[config.mk]
export PLATFORM = sky130hd
export DESIGN_NAME = sys_ctrl_flat
export DESIGN_NICKNAME = d
export VERILOG_FILES = /design/src/rtl/sys_ctrl_pkg.sv /design/src/rtl/sys_ctrl_if.sv /design/src/rtl/sys_ctrl.sv /design/src/flat_wrapper.sv
export SDC_FILE = /design/constraint.sdc
export NUM_CORES = 1
export LEC_CHECK = 0
export BUFFER_PORTS_ARGS = -buffer_cell sky130_fd_sc_hd__buf_4
export CORE_MARGIN = 10
export CORE_UTILIZATION = 40
export CTS_BUF_LIST = sky130_fd_sc_hd__clkbuf_4
export CTS_CLUSTER_DIAMETER = 40
export DETAILED_ROUTE_END_ITERATION = 8
export PLACE_DENSITY = 0.66
export SLEW_MARGIN = 0
export SYNTH_ARGS = -nofsm -noshare
export SYNTH_HDL_FRONTEND = slang
export SYNTH_SLANG_ARGS = --single-unit
[constraint.sdc]
create_clock -name CLK -period 1.4 [get_ports CLK]
set_input_delay 0.28 -clock CLK [delete_from_list [all_inputs] [get_ports CLK]]
set_output_delay 0.28 -clock CLK [all_outputs]
set_load 0.005 [all_outputs]
[src/rtl/sys_ctrl_pkg.sv]
// Shared definitions for the system controller: FSM states, command
// bytes and the register-file addresses that hold the ALU operands.
package sys_ctrl_pkg;

    localparam int FUN_W = 4;

    localparam logic [7:0] CMD_REG_WR     = 8'hAA;
    localparam logic [7:0] CMD_REG_RD     = 8'hBB;
    localparam logic [7:0] CMD_ALU_OPS    = 8'hCC;
    localparam logic [7:0] CMD_ALU_NO_OPS = 8'hDD;

    localparam int OP_A_ADDR = 0;
    localparam int OP_B_ADDR = 1;

    typedef enum logic [3:0] {
        IDLE,
        WR_ADDR,
        WR_DATA,
        RD_ADDR,
        RD_WAIT,
        OP_A,
        OP_B,
        ALU_FUN,
        ALU_WAIT,
        TX_LO,
        TX_HI
    } state_t;

endpackage

[src/rtl/sys_ctrl_if.sv]
// Bundle of every datapath/handshake signal between the controller and
// the UART, register file, ALU and TX FIFO. The master modport is the
// controller's view; the slave modport is the surrounding system's view.
interface sys_ctrl_if #(
    parameter int DATA_W = 8,
    parameter int ADDR_W = 4,
    parameter int ALU_W  = 16
);

    logic [DATA_W-1:0]             RX_P_DATA;
    logic                          RX_D_VLD;
    logic [DATA_W-1:0]             RdData;
    logic                          RdData_Valid;
    logic [ALU_W-1:0]              ALU_OUT;
    logic                          OUT_VALID;
    logic                          FIFO_FULL;

    logic [ADDR_W-1:0]             Address;
    logic                          WrEn;
    logic                          RdEn;
    logic [DATA_W-1:0]             WrData;
    logic                          ALU_EN;
    logic [sys_ctrl_pkg::FUN_W-1:0] ALU_FUN;
    logic                          CLK_EN;
    logic [DATA_W-1:0]             TX_P_DATA;
    logic                          TX_D_VLD;

    modport master (
        input  RX_P_DATA, RX_D_VLD, RdData, RdData_Valid,
        input  ALU_OUT, OUT_VALID, FIFO_FULL,
        output Address, WrEn, RdEn, WrData,
        output ALU_EN, ALU_FUN, CLK_EN, TX_P_DATA, TX_D_VLD
    );

    modport slave (
        output RX_P_DATA, RX_D_VLD, RdData, RdData_Valid,
        output ALU_OUT, OUT_VALID, FIFO_FULL,
        input  Address, WrEn, RdEn, WrData,
        input  ALU_EN, ALU_FUN, CLK_EN, TX_P_DATA, TX_D_VLD
    );

endinterface

[src/rtl/sys_ctrl.sv]
// System controller: decodes command bytes from the UART receiver, drives
// register-file writes/reads and ALU operations, and streams results to
// the TX FIFO honouring its full flag. Every output is a flop; the strobe
// outputs default low each cycle so they are single-cycle pulses.
module sys_ctrl
    import sys_ctrl_pkg::*;
#(
    parameter int DATA_W = 8,
    parameter int ADDR_W = 4,
    parameter int ALU_W  = 16
) (
    input  logic          CLK,
    input  logic          RST,
    sys_ctrl_if.master    bus
);

    state_t              state_q,     state_d;
    logic [ADDR_W-1:0]   addr_q,      addr_d;
    logic [DATA_W-1:0]   wr_data_q,   wr_data_d;
    logic                wr_en_q,     wr_en_d;
    logic                rd_en_q,     rd_en_d;
    logic                alu_en_q,    alu_en_d;
    logic [FUN_W-1:0]    alu_fun_q,   alu_fun_d;
    logic                clk_en_q,    clk_en_d;
    logic [DATA_W-1:0]   tx_data_q,   tx_data_d;
    logic                tx_vld_q,    tx_vld_d;
    logic [ALU_W-1:0]    res_q,       res_d;

    // Next-state and next-output decode; strobes are low unless an event fires them.
    always_comb begin
        state_d   = state_q;
        addr_d    = addr_q;
        wr_data_d = wr_data_q;
        wr_en_d   = 1'b0;
        rd_en_d   = 1'b0;
        alu_en_d  = 1'b0;
        alu_fun_d = alu_fun_q;
        tx_data_d = tx_data_q;
        tx_vld_d  = 1'b0;
        res_d     = res_q;

        case (state_q)
            IDLE: begin
                if (bus.RX_D_VLD) begin
                    case (bus.RX_P_DATA)
                        CMD_REG_WR:     state_d = WR_ADDR;
                        CMD_REG_RD:     state_d = RD_ADDR;
                        CMD_ALU_OPS:    state_d = OP_A;
                        CMD_ALU_NO_OPS: state_d = ALU_FUN;
                        default:        state_d = IDLE;
                    endcase
                end
            end
            WR_ADDR: begin
                if (bus.RX_D_VLD) begin
                    addr_d  = bus.RX_P_DATA[ADDR_W-1:0];
                    state_d = WR_DATA;
                end
            end
            WR_DATA: begin
                if (bus.RX_D_VLD) begin
                    wr_data_d = bus.RX_P_DATA;
                    wr_en_d   = 1'b1;
                    state_d   = IDLE;
                end
            end
            RD_ADDR: begin
                if (bus.RX_D_VLD) begin
                    addr_d  = bus.RX_P_DATA[ADDR_W-1:0];
                    rd_en_d = 1'b1;
                    state_d = RD_WAIT;
                end
            end
            RD_WAIT: begin
                // A read returns one byte; parking it in the upper half lets
                // TX_HI send it without a separate single-byte path.
                if (bus.RdData_Valid) begin
                    res_d   = {bus.RdData, {DATA_W{1'b0}}};
                    state_d = TX_HI;
                end
            end
            OP_A: begin
                if (bus.RX_D_VLD) begin
                    addr_d    = ADDR_W'(OP_A_ADDR);
                    wr_data_d = bus.RX_P_DATA;
                    wr_en_d   = 1'b1;
                    state_d   = OP_B;
                end
            end
            OP_B: begin
                if (bus.RX_D_VLD) begin
                    addr_d    = ADDR_W'(OP_B_ADDR);
                    wr_data_d = bus.RX_P_DATA;
                    wr_en_d   = 1'b1;
                    state_d   = ALU_FUN;
                end
            end
            ALU_FUN: begin
                if (bus.RX_D_VLD) begin
                    alu_fun_d = bus.RX_P_DATA[FUN_W-1:0];
                    alu_en_d  = 1'b1;
                    state_d   = ALU_WAIT;
                end
            end
            ALU_WAIT: begin
                if (bus.OUT_VALID) begin
                    res_d   = bus.ALU_OUT;
                    state_d = TX_LO;
                end
            end
            TX_LO: begin
                if (!bus.FIFO_FULL) begin
                    tx_data_d = res_q[DATA_W-1:0];
                    tx_vld_d  = 1'b1;
                    state_d   = TX_HI;
                end
            end
            TX_HI: begin
                if (!bus.FIFO_FULL) begin
                    tx_data_d = res_q[ALU_W-1:DATA_W];
                    tx_vld_d  = 1'b1;
                    state_d   = IDLE;
                end
            end
            default: state_d = IDLE;
        endcase

        // The ALU clock runs for every cycle spent in ALU_FUN or ALU_WAIT.
        clk_en_d = (state_d == ALU_FUN) || (state_d == ALU_WAIT);
    end

    // State, result buffer and all registered outputs; cleared asynchronously.
    always_ff @(posedge CLK or negedge RST) begin
        if (!RST) begin
            state_q   <= IDLE;
            addr_q    <= '0;
            wr_data_q <= '0;
            wr_en_q   <= 1'b0;
            rd_en_q   <= 1'b0;
            alu_en_q  <= 1'b0;
            alu_fun_q <= '0;
            clk_en_q  <= 1'b0;
            tx_data_q <= '0;
            tx_vld_q  <= 1'b0;
            res_q     <= '0;
        end else begin
            state_q   <= state_d;
            addr_q    <= addr_d;
            wr_data_q <= wr_data_d;
            wr_en_q   <= wr_en_d;
            rd_en_q   <= rd_en_d;
            alu_en_q  <= alu_en_d;
            alu_fun_q <= alu_fun_d;
            clk_en_q  <= clk_en_d;
            tx_data_q <= tx_data_d;
            tx_vld_q  <= tx_vld_d;
            res_q     <= res_d;
        end
    end

    assign bus.Address   = addr_q;
    assign bus.WrEn      = wr_en_q;
    assign bus.RdEn      = rd_en_q;
    assign bus.WrData    = wr_data_q;
    assign bus.ALU_EN    = alu_en_q;
    assign bus.ALU_FUN   = alu_fun_q;
    assign bus.CLK_EN    = clk_en_q;
    assign bus.TX_P_DATA = tx_data_q;
    assign bus.TX_D_VLD  = tx_vld_q;

endmodule

[src/flat_wrapper.sv]
// flat-port wrapper written by rule: the top's interface ports become plain ports
module sys_ctrl_flat import sys_ctrl_pkg::*;
#(
    parameter int DATA_W = 8,
    parameter int ADDR_W = 4,
    parameter int ALU_W  = 16
)
  (CLK, RST, bus_RX_P_DATA, bus_RX_D_VLD, bus_RdData, bus_RdData_Valid, bus_ALU_OUT, bus_OUT_VALID, bus_FIFO_FULL, bus_Address, bus_WrEn, bus_RdEn, bus_WrData, bus_ALU_EN, bus_ALU_FUN, bus_CLK_EN, bus_TX_P_DATA, bus_TX_D_VLD);
  sys_ctrl_if #(.DATA_W(DATA_W), .ADDR_W(ADDR_W), .ALU_W(ALU_W)) bus_i ();
  input  logic CLK;
  input  logic RST;
  input wire logic [$bits(bus_i.RX_P_DATA)-1:0] bus_RX_P_DATA;
  input wire logic [$bits(bus_i.RX_D_VLD)-1:0] bus_RX_D_VLD;
  input wire logic [$bits(bus_i.RdData)-1:0] bus_RdData;
  input wire logic [$bits(bus_i.RdData_Valid)-1:0] bus_RdData_Valid;
  input wire logic [$bits(bus_i.ALU_OUT)-1:0] bus_ALU_OUT;
  input wire logic [$bits(bus_i.OUT_VALID)-1:0] bus_OUT_VALID;
  input wire logic [$bits(bus_i.FIFO_FULL)-1:0] bus_FIFO_FULL;
  output wire logic [$bits(bus_i.Address)-1:0] bus_Address;
  output wire logic [$bits(bus_i.WrEn)-1:0] bus_WrEn;
  output wire logic [$bits(bus_i.RdEn)-1:0] bus_RdEn;
  output wire logic [$bits(bus_i.WrData)-1:0] bus_WrData;
  output wire logic [$bits(bus_i.ALU_EN)-1:0] bus_ALU_EN;
  output wire logic [$bits(bus_i.ALU_FUN)-1:0] bus_ALU_FUN;
  output wire logic [$bits(bus_i.CLK_EN)-1:0] bus_CLK_EN;
  output wire logic [$bits(bus_i.TX_P_DATA)-1:0] bus_TX_P_DATA;
  output wire logic [$bits(bus_i.TX_D_VLD)-1:0] bus_TX_D_VLD;
  assign bus_i.RX_P_DATA = bus_RX_P_DATA;
  assign bus_i.RX_D_VLD = bus_RX_D_VLD;
  assign bus_i.RdData = bus_RdData;
  assign bus_i.RdData_Valid = bus_RdData_Valid;
  assign bus_i.ALU_OUT = bus_ALU_OUT;
  assign bus_i.OUT_VALID = bus_OUT_VALID;
  assign bus_i.FIFO_FULL = bus_FIFO_FULL;
  assign bus_Address = bus_i.Address;
  assign bus_WrEn = bus_i.WrEn;
  assign bus_RdEn = bus_i.RdEn;
  assign bus_WrData = bus_i.WrData;
  assign bus_ALU_EN = bus_i.ALU_EN;
  assign bus_ALU_FUN = bus_i.ALU_FUN;
  assign bus_CLK_EN = bus_i.CLK_EN;
  assign bus_TX_P_DATA = bus_i.TX_P_DATA;
  assign bus_TX_D_VLD = bus_i.TX_D_VLD;
  sys_ctrl #(.DATA_W(DATA_W), .ADDR_W(ADDR_W), .ALU_W(ALU_W)) u_core (.CLK(CLK), .RST(RST), .bus(bus_i));
endmodule
==> results of run 1 <==
synth_stat cells (all sizes together):
master  count  share of area [%]
dfrtp      49                 54
nand2      40                6.6
o21ai      23                5.1
mux2i      17                7.5
mux2       12                5.9
buf         8                2.1
nand3       7                1.5
nand2b      6                2.0
nor2        6                1.2
nor2b       4                1.1
a32o        3                1.3
nand4       3               0.83
nor4bb      3                1.3
a21boi      2               0.83
a21o        2               0.66
a21oi       2               0.44
clkbuf      2               0.38
nor3        2               0.94
nor3b       2               0.66
o22ai       2               0.55
xnor2       2               0.77
a22o        1               0.39
and2        1               0.28
and2b       1               0.33
and3        1               0.28
and4b       1               0.44
inv         1               0.16
nand3b      1               0.33
o211ai      1               0.33
o21bai      1               0.33
o221a       1               0.50
o32ai       1               0.39
or2         1               0.28
or3         1               0.28
worst max-delay path, stage by stage (launching register included):
cell and delay, ns:
dfrtp_2 0.47, and2b_2 0.28, nand2_2 0.08, a21boi_4 0.18
buf_6 0.17, mux2_4 0.30
registers in the layout, indices dropped and copies added (netlist names):
name,flops
u_core.bus.ALU_EN,1
u_core.bus.ALU_FUN,4
u_core.bus.Address,4
u_core.bus.CLK_EN,1
u_core.bus.RdEn,1
u_core.bus.TX_D_VLD,1
u_core.bus.TX_P_DATA,8
u_core.bus.WrData,8
u_core.bus.WrEn,1
u_core.res_q,16
u_core.state_q,4
power groups by stage:
stage	logic, mW	clock network [mW]	registers, mW
finish	2.78	0.677	2.25
global route	3.03	0.764	2.32
CTS	2.56	0.705	2.22
detailed placement	2.19	0	2.25
global placement	2.14	0	2.24
floorplan	1.13	0	2.21
layer usage:
metal  up-vias  part of all wire, %
li1        968                    -
met1       959                   44
met2        64                   48
met3         7                  6.5
met4         0                  1.4
met5         -                    0
what timing repair did:
| action | CTS | global route |
|---|---|---|
| endpoints found under the hold margin | 49 | 0 |
| pin swaps | 14 | 27 |
| gates cloned | 4 | 1 |
| gates resized for setup | 44 | 49 |
| setup endpoints to repair | 35 | 45 |
| hold buffers | 1 | 0 |
| buffers inserted | 10 | 5 |
per-stage QoR:
step | hold WS [ns] | worst slack, ns | std cells
final | 0.109 | -0.163 | 397
after global routing | 0.0813 | -0.224 | 397
after floorplan | -0.0156 | -0.163 | 210
after global placement | 0.271 | -0.227 | 371
after detailed placement | 0.274 | -0.286 | 371
after CTS | 0.102 | -0.111 | 394
worst paths after layout:
path                                             startpoint                          endpoint  slack (ns)  cells past startpoint
worst max-delay path            u_core.state_q[1]$_DFF_PN0_  u_core.bus.WrData[5]$_DFFE_PN0P_       -0.16                      5
min in group asynchronous                               RST  u_core.bus.WrData[6]$_DFFE_PN0P_        0.38                      3
worst min-delay path                         bus_ALU_OUT[3]       u_core.res_q[3]$_DFFE_PN0P_        0.11                      3
worst min register to register  u_core.res_q[2]$_DFFE_PN0P_       u_core.res_q[2]$_DFFE_PN0P_        0.48                      2
max in group asynchronous                               RST      u_core.res_q[11]$_DFFE_PN0P_        0.76                      3
worst max register to register  u_core.state_q[1]$_DFF_PN0_  u_core.bus.WrData[5]$_DFFE_PN0P_       -0.16                      5
cell families (layout without fill, tap and decap cells):
kind of cell | Yosys count | in the layout | share of synthesized area, %
XOR/XNOR | 2 | 2 | 0.771
AND/OR/NAND/NOR | 80 | 80 | 18.4
AO/OA/AOI/OAI | 39 | 39 | 10.8
multiplexers | 29 | 29 | 13.4
buffers and inverters | 11 | 126 | 2.70
flip-flops | 49 | 49 | 53.9
final cells by class:
cell class / instances / area [um2]
clock inverter: 2 / 15.0
fill: 439 / 1900
clock buffer: 6 / 45.0
inverter: 1 / 3.75
multi-input combinational: 150 / 1230
sequential: 49 / 1230
timing repair buffer: 117 / 991
tap: 72 / 90.1
==> metrics.md, run 1 <==
| Metric | Value |
|---|---|
| # rows | `27` |
| Design area | `3610 um2` |
| Clock buffer depth | `2` |
| Final nets | `362` |
| RSZ-0062 raised after global routing | `true` |
| Total Die Area | `9100 um2` |
| Share of post-route cells with drive strength above 1 | `57.5%` |
| Grt met2 use | `22.7%` |
| Critical path class | `reg -> reg` |
| Hpwl dp | `4480 um` |
| IO Pins | `67` |
| Final Slew Violations | `0` |
| Clock Skew | `0.0144 ns` |
| Fin crit share | `112%` |
| Sequential share of power | `39.4%` |
| CP Launch Type | `flip-flop` |
| Seq/Total Area, Yosys | `53.9%` |
| Power share of the clock group | `11.9%` |
| Largest net degree at the start of global routing | `50` |
| Drt drc | `0` |
| Post-Route WL | `6500 um` |
| Met3 GRT Util | `3.53%` |
| Die height | `95.4 um` |
| Ys Warns | `0` |
| Final Power | `5.70 mW` |
| Vias | `1998` |
| Crit path DAT | `1.84 ns` |
| Depth of the CTS H-tree | `2` |
| Initial Util | `41.3%` |
| GRT Overall Usage | `14.1%` |
| Max Cap Viol | `0` |
| Crit end category | `flip-flop` |
| Cell Pwr Density | `1580 nW/um2` |
| Crit Path Max Fanout | `7` |
| Cells after synthesis | `210` |
| LEAKAGE | `1.72 nW` |
| Sw Share | `34.0%` |
| Synth cell types | `42` |
| Total grt overflow | `0` |
| Pint | `3.76 mW` |
| GRT Max-Usage Layer | `met2` |
| Commonest cells after routing, fill and taps aside | `94 x buf_4, 46 x dfrtp_1, 27 x nand2_1` |
| Register bit total from synthesis | `49` |
| Post-Syn Area per Cell | `10.8 um2` |
| FMAX | `0.640 GHz` |
| Status | `finished, violations left` |
| NetSw | `1.94 mW` |
| Antenna Nets Post-Route | `0` |
| Final setup margin | `-0.163 ns` |
| Least-Margin Pin Slew | `0.357 ns` |
| Crit path time final | `1.56 ns` |
| Die W | `95.4 um` |
| Synthesized area | `2270 um2` |
| Worst IR Drop VDD | `744 uV` |
| Vias per std cell | `5.03` |
| Hold WC Path Type | `in -> reg` |
| Antenna diodes | `0` |
| GR Layer Usage met1 | `18.2%` |
| Worst slew margin | `75.8%` |
| Clk sinks | `49` |
| First-pass GRT wire length | `10200 um` |
| Commonest non-fill, non-tap cell in the layout | `buf_4` |
| Clock transition at the registers of the reported paths | `0.15 ns` |
| Initial antenna violation count | `0` |
| Net Count, Synth | `248` |
| Layout area overhead | `58.8%` |
| Cts bufs inserted | `5` |
| Vias in the first global route | `1998` |
| Post-layout util | `65.6%` |
| Clock Latency Late Sink | `0.38 ns` |
| Worst path required time | `1.68 ns` |
| CTS tree | `done` |
| I/O Buffers | `66` |
| Number of hold violations in the final report | `0` |
| Area of placed instances | `3130 um2` |
| Failing checks | `negative setup slack` |
| Final setup viols | `33` |
| Drt wl/cell | `16.4 um` |
| Setup TNS | `-3.38 ns` |
| Clock root cell | `clkbuf_4` |
| Core ar. | `5510 um2` |
| Drt first-iter violations | `151` |
| Gate power share | `48.7%` |
| TritonRoute pass-1 iters | `6` |
| Final GP Congestion | `0.978` |
No activity file was read; power rests on OpenSTA's default activity.
==> inputs of run 2 (changes only) <==
--- a/config.mk
+++ b/config.mk
@@ -11,6 +11,7 @@
 export CTS_BUF_LIST = sky130_fd_sc_hd__clkbuf_4
 export CTS_CLUSTER_DIAMETER = 40
 export DETAILED_ROUTE_END_ITERATION = 8
+export GPL_TIMING_DRIVEN = 0
 export PLACE_DENSITY = 0.66
 export SLEW_MARGIN = 0
 export SYNTH_ARGS = -nofsm -noshare
==> run 2 against run 1 <==
The run still ends with negative setup slack left. Global-route usage hardly changed. Sequential cell count unchanged. Critical path depth grew 1. Register-to-register slack got worse by 0.03 ns. Non-clock buffer count down 9. Utilization is 1.7 points lower. Clock power grew 54%. Clock skew increased by 0.0045 ns. Cell count is 2.0% lower. Setup slack worse by 0.025 ns. First-iteration DRC count shrank 9.9%. Die area stayed put. Critical endpoint is now u_core.bus.CLK_EN$_DFF_PN0_. Largest power group unchanged. Highest routed layer unchanged.
==> metrics.md, run 2 (synthesized netlist as in run 1, its figures left out) <==
| Metric | Value |
|---|---|
| Commonest cells after routing, fill and taps aside | `85 x buf_4, 46 x dfrtp_1, 34 x nand2_1` |
| Drt drc | `0` |
| Crit Path Max Fanout | `5` |
| Buf/Inv on CP | `1` |
| Hpwl dp | `4310 um` |
| Hold Path Stages | `3` |
| Vias | `1989` |
| Largest stage delay on the critical path | `0.45 ns` |
| Final Slew Violations | `0` |
| Initial Util | `41.3%` |
| RSZ-0062 raised after global routing | `true` |
| Crit path time final | `1.59 ns` |
| Clock buffer depth | `2` |
| Commonest non-fill, non-tap cell in the layout | `buf_4` |
| Post-Route WL | `6520 um` |
| R2r worst-path depth | `6` |
| Total Die Area | `9100 um2` |
| Routed met3 length | `438 um` |
| I/O Buffers | `66` |
| Status | `finished, violations left` |
| Fin crit share | `113%` |
| # rows | `27` |
| Critical Path, Cell by Cell | `buf_6 > nor3b_4 > nand4_1 > or2_4 > nand4_1 > mux2i_1` |
| Crit path top cell by count | `nand4_1` |
| CTS tree | `done` |
| WL met2 | `3080 um` |
| Post-layout util | `63.8%` |
| Top delay family on crit path | `simple AND/OR/NAND/NOR gates` |
| Worst path required time | `1.70 ns` |
| Share of post-route cells with drive strength above 1 | `51.3%` |
| Die height | `95.4 um` |
| GRT Overall Usage | `14.2%` |
| Biggest register | `u_core.res_q` |
| Clock Latency Late Sink | `0.38 ns` |
| Hold WC Path Type | `in -> reg` |
| Top Metal Used | `met4` |
| Die W | `95.4 um` |
| Vias per std cell | `5.11` |
| Crit path DAT | `1.89 ns` |
| Worst r2r src | `u_core.state_q[2]$_DFF_PN0_` |
| Clk sinks | `49` |
| First-pass GRT wire length | `10300 um` |
| R2R Path End | `u_core.bus.CLK_EN$_DFF_PN0_` |
| Clock Skew | `0.0189 ns` |
| Max reg flops | `16` |
| Depth of the CTS H-tree | `2` |
| R2r setup slk | `-0.19 ns` |
| Worst IR Drop VDD | `705 uV` |
| Vias in the first global route | `2015` |
| Number of hold violations in the final report | `0` |
| Clock transition at the registers of the reported paths | `0.16 ns` |
| Antenna Nets Post-Route | `0` |
| Clock root cell | `clkbuf_4` |
| Least-Margin Pin Slew | `0.610 ns` |
| Initial antenna violation count | `1` |
| Worst path slowest cell | `dfrtp_1` |
| Max Cap Viol | `0` |
| Core ar. | `5510 um2` |
| CP Launch Type | `flip-flop` |
| Final GP Congestion | `0.855` |
| Final setup viols | `33` |
| Final nets | `353` |
| Failing checks | `negative setup slack` |
| LEAKAGE | `1.69 nW` |
| Min-Delay Endpoint | `u_core.res_q[3]$_DFFE_PN0P_` |
| Drt wl/cell | `16.8 um` |
| FMAX | `0.630 GHz` |
| Hold Crit Start | `bus_ALU_OUT[3]` |
| IO Pins | `67` |
| TritonRoute pass-1 iters | `5` |
| Worst setup path start | `u_core.state_q[2]$_DFF_PN0_` |
| Critical path class | `reg -> reg` |
| Total grt overflow | `0` |
| Cts bufs inserted | `5` |
| Drt first-iter violations | `136` |
| Cell Pwr Density | `1700 nW/um2` |
| Worst hold margin | `0.103 ns` |
| Layout area overhead | `54.5%` |
| Final setup margin | `-0.188 ns` |
| Worst slew margin | `59.3%` |
| Crit end category | `flip-flop` |
| Final Power | `5.97 mW` |
| WL met1 | `2900 um` |
| Largest net degree at the start of global routing | `50` |
-- run 2: cell types whose count changed in the layout (fill, tap and decap cells not counted), sizes merged --
| cell | before | now |
|---|---|---|
| buf | 116 | 107 |
| bufinv | 0 | 2 |
| clkbuf | 6 | 5 |
| clkinvlp | 2 | 0 |
| diode | 0 | 1 |
| inv | 1 | 2 |
-- run 2: timing repair --
action                     4_1_cts  5_1_grt
setup endpoints to repair       41       42
pin swaps                       12       15
buffers inserted                19        9
resized for setup               52       27
gates cloned                     5        0
hold endpoints to repair        49        0
hold buffers                     1        0
-- run 2: worst max path at each step --
stage | slack, ns | depth (start not counted) | end
2_1_floorplan | -0.16 | 8 | u_core.bus.TX_P_DATA[7]$_DFFE_PN0P_
3_3_place_gp | -0.34 | 5 | u_core.res_q[15]$_DFFE_PN0P_
3_5_place_dp | -0.36 | 5 | u_core.res_q[15]$_DFFE_PN0P_
4_1_cts | -0.23 | 8 | u_core.bus.TX_P_DATA[7]$_DFFE_PN0P_
5_1_grt | -0.23 | 6 | u_core.bus.CLK_EN$_DFF_PN0_
6_report | -0.19 | 6 | u_core.bus.CLK_EN$_DFF_PN0_
-- run 2: worst reg2reg max path: stages (launching register included) --
cell and delay, ns:
dfrtp_1 0.45, buf_6 0.15, nor3b_4 0.22, nand4_1 0.11, or2_4 0.24, nand4_1 0.15
mux2i_1 0.21
-- run 2: per-stage QoR --
step	setup slack [ns]	area, um2	setup TNS (ns)	instances
2_1_floorplan	-0.163	2340	-2.65	210
3_3_place_gp	-0.344	2920	-8.36	348
6_report	-0.188	3510	-2.51	389
3_5_place_dp	-0.362	2920	-8.70	348
5_1_grt	-0.235	3510	-4.79	389
4_1_cts	-0.229	3370	-3.74	381
-- run 2: area by class of cell --
| type | count | area, um2 |
|---|---|---|
| Multi-Input combinational cell | 150 | 1180 |
| Inverter | 1 | 3.75 |
| Tap cell | 72 | 90.1 |
| Antenna cell | 1 | 2.50 |
| Timing Repair Buffer | 100 | 812 |
| Clock buffer | 5 | 37.5 |
| Fill cell | 449 | 1990 |
| Clock inverter | 3 | 68.8 |
| Buffer | 8 | 87.6 |
| Sequential cell | 49 | 1230 |
-- run 2: where the power goes --
group,total [mW],leakage [nW],internal (mW),switching (mW)
clock,1.04,0.0558,0.562,0.473
sequential,2.26,0.635,1.92,0.343
combinational,2.67,1.00,1.55,1.13
-- run 2: metal layers --
layer | GRT usage [%] | up-vias
met5 | 0 | -
met4 | 4.55 | 0
met3 | 3.93 | 9
met2 | 21.7 | 66
met1 | 19.0 | 961
li1 | - | 953
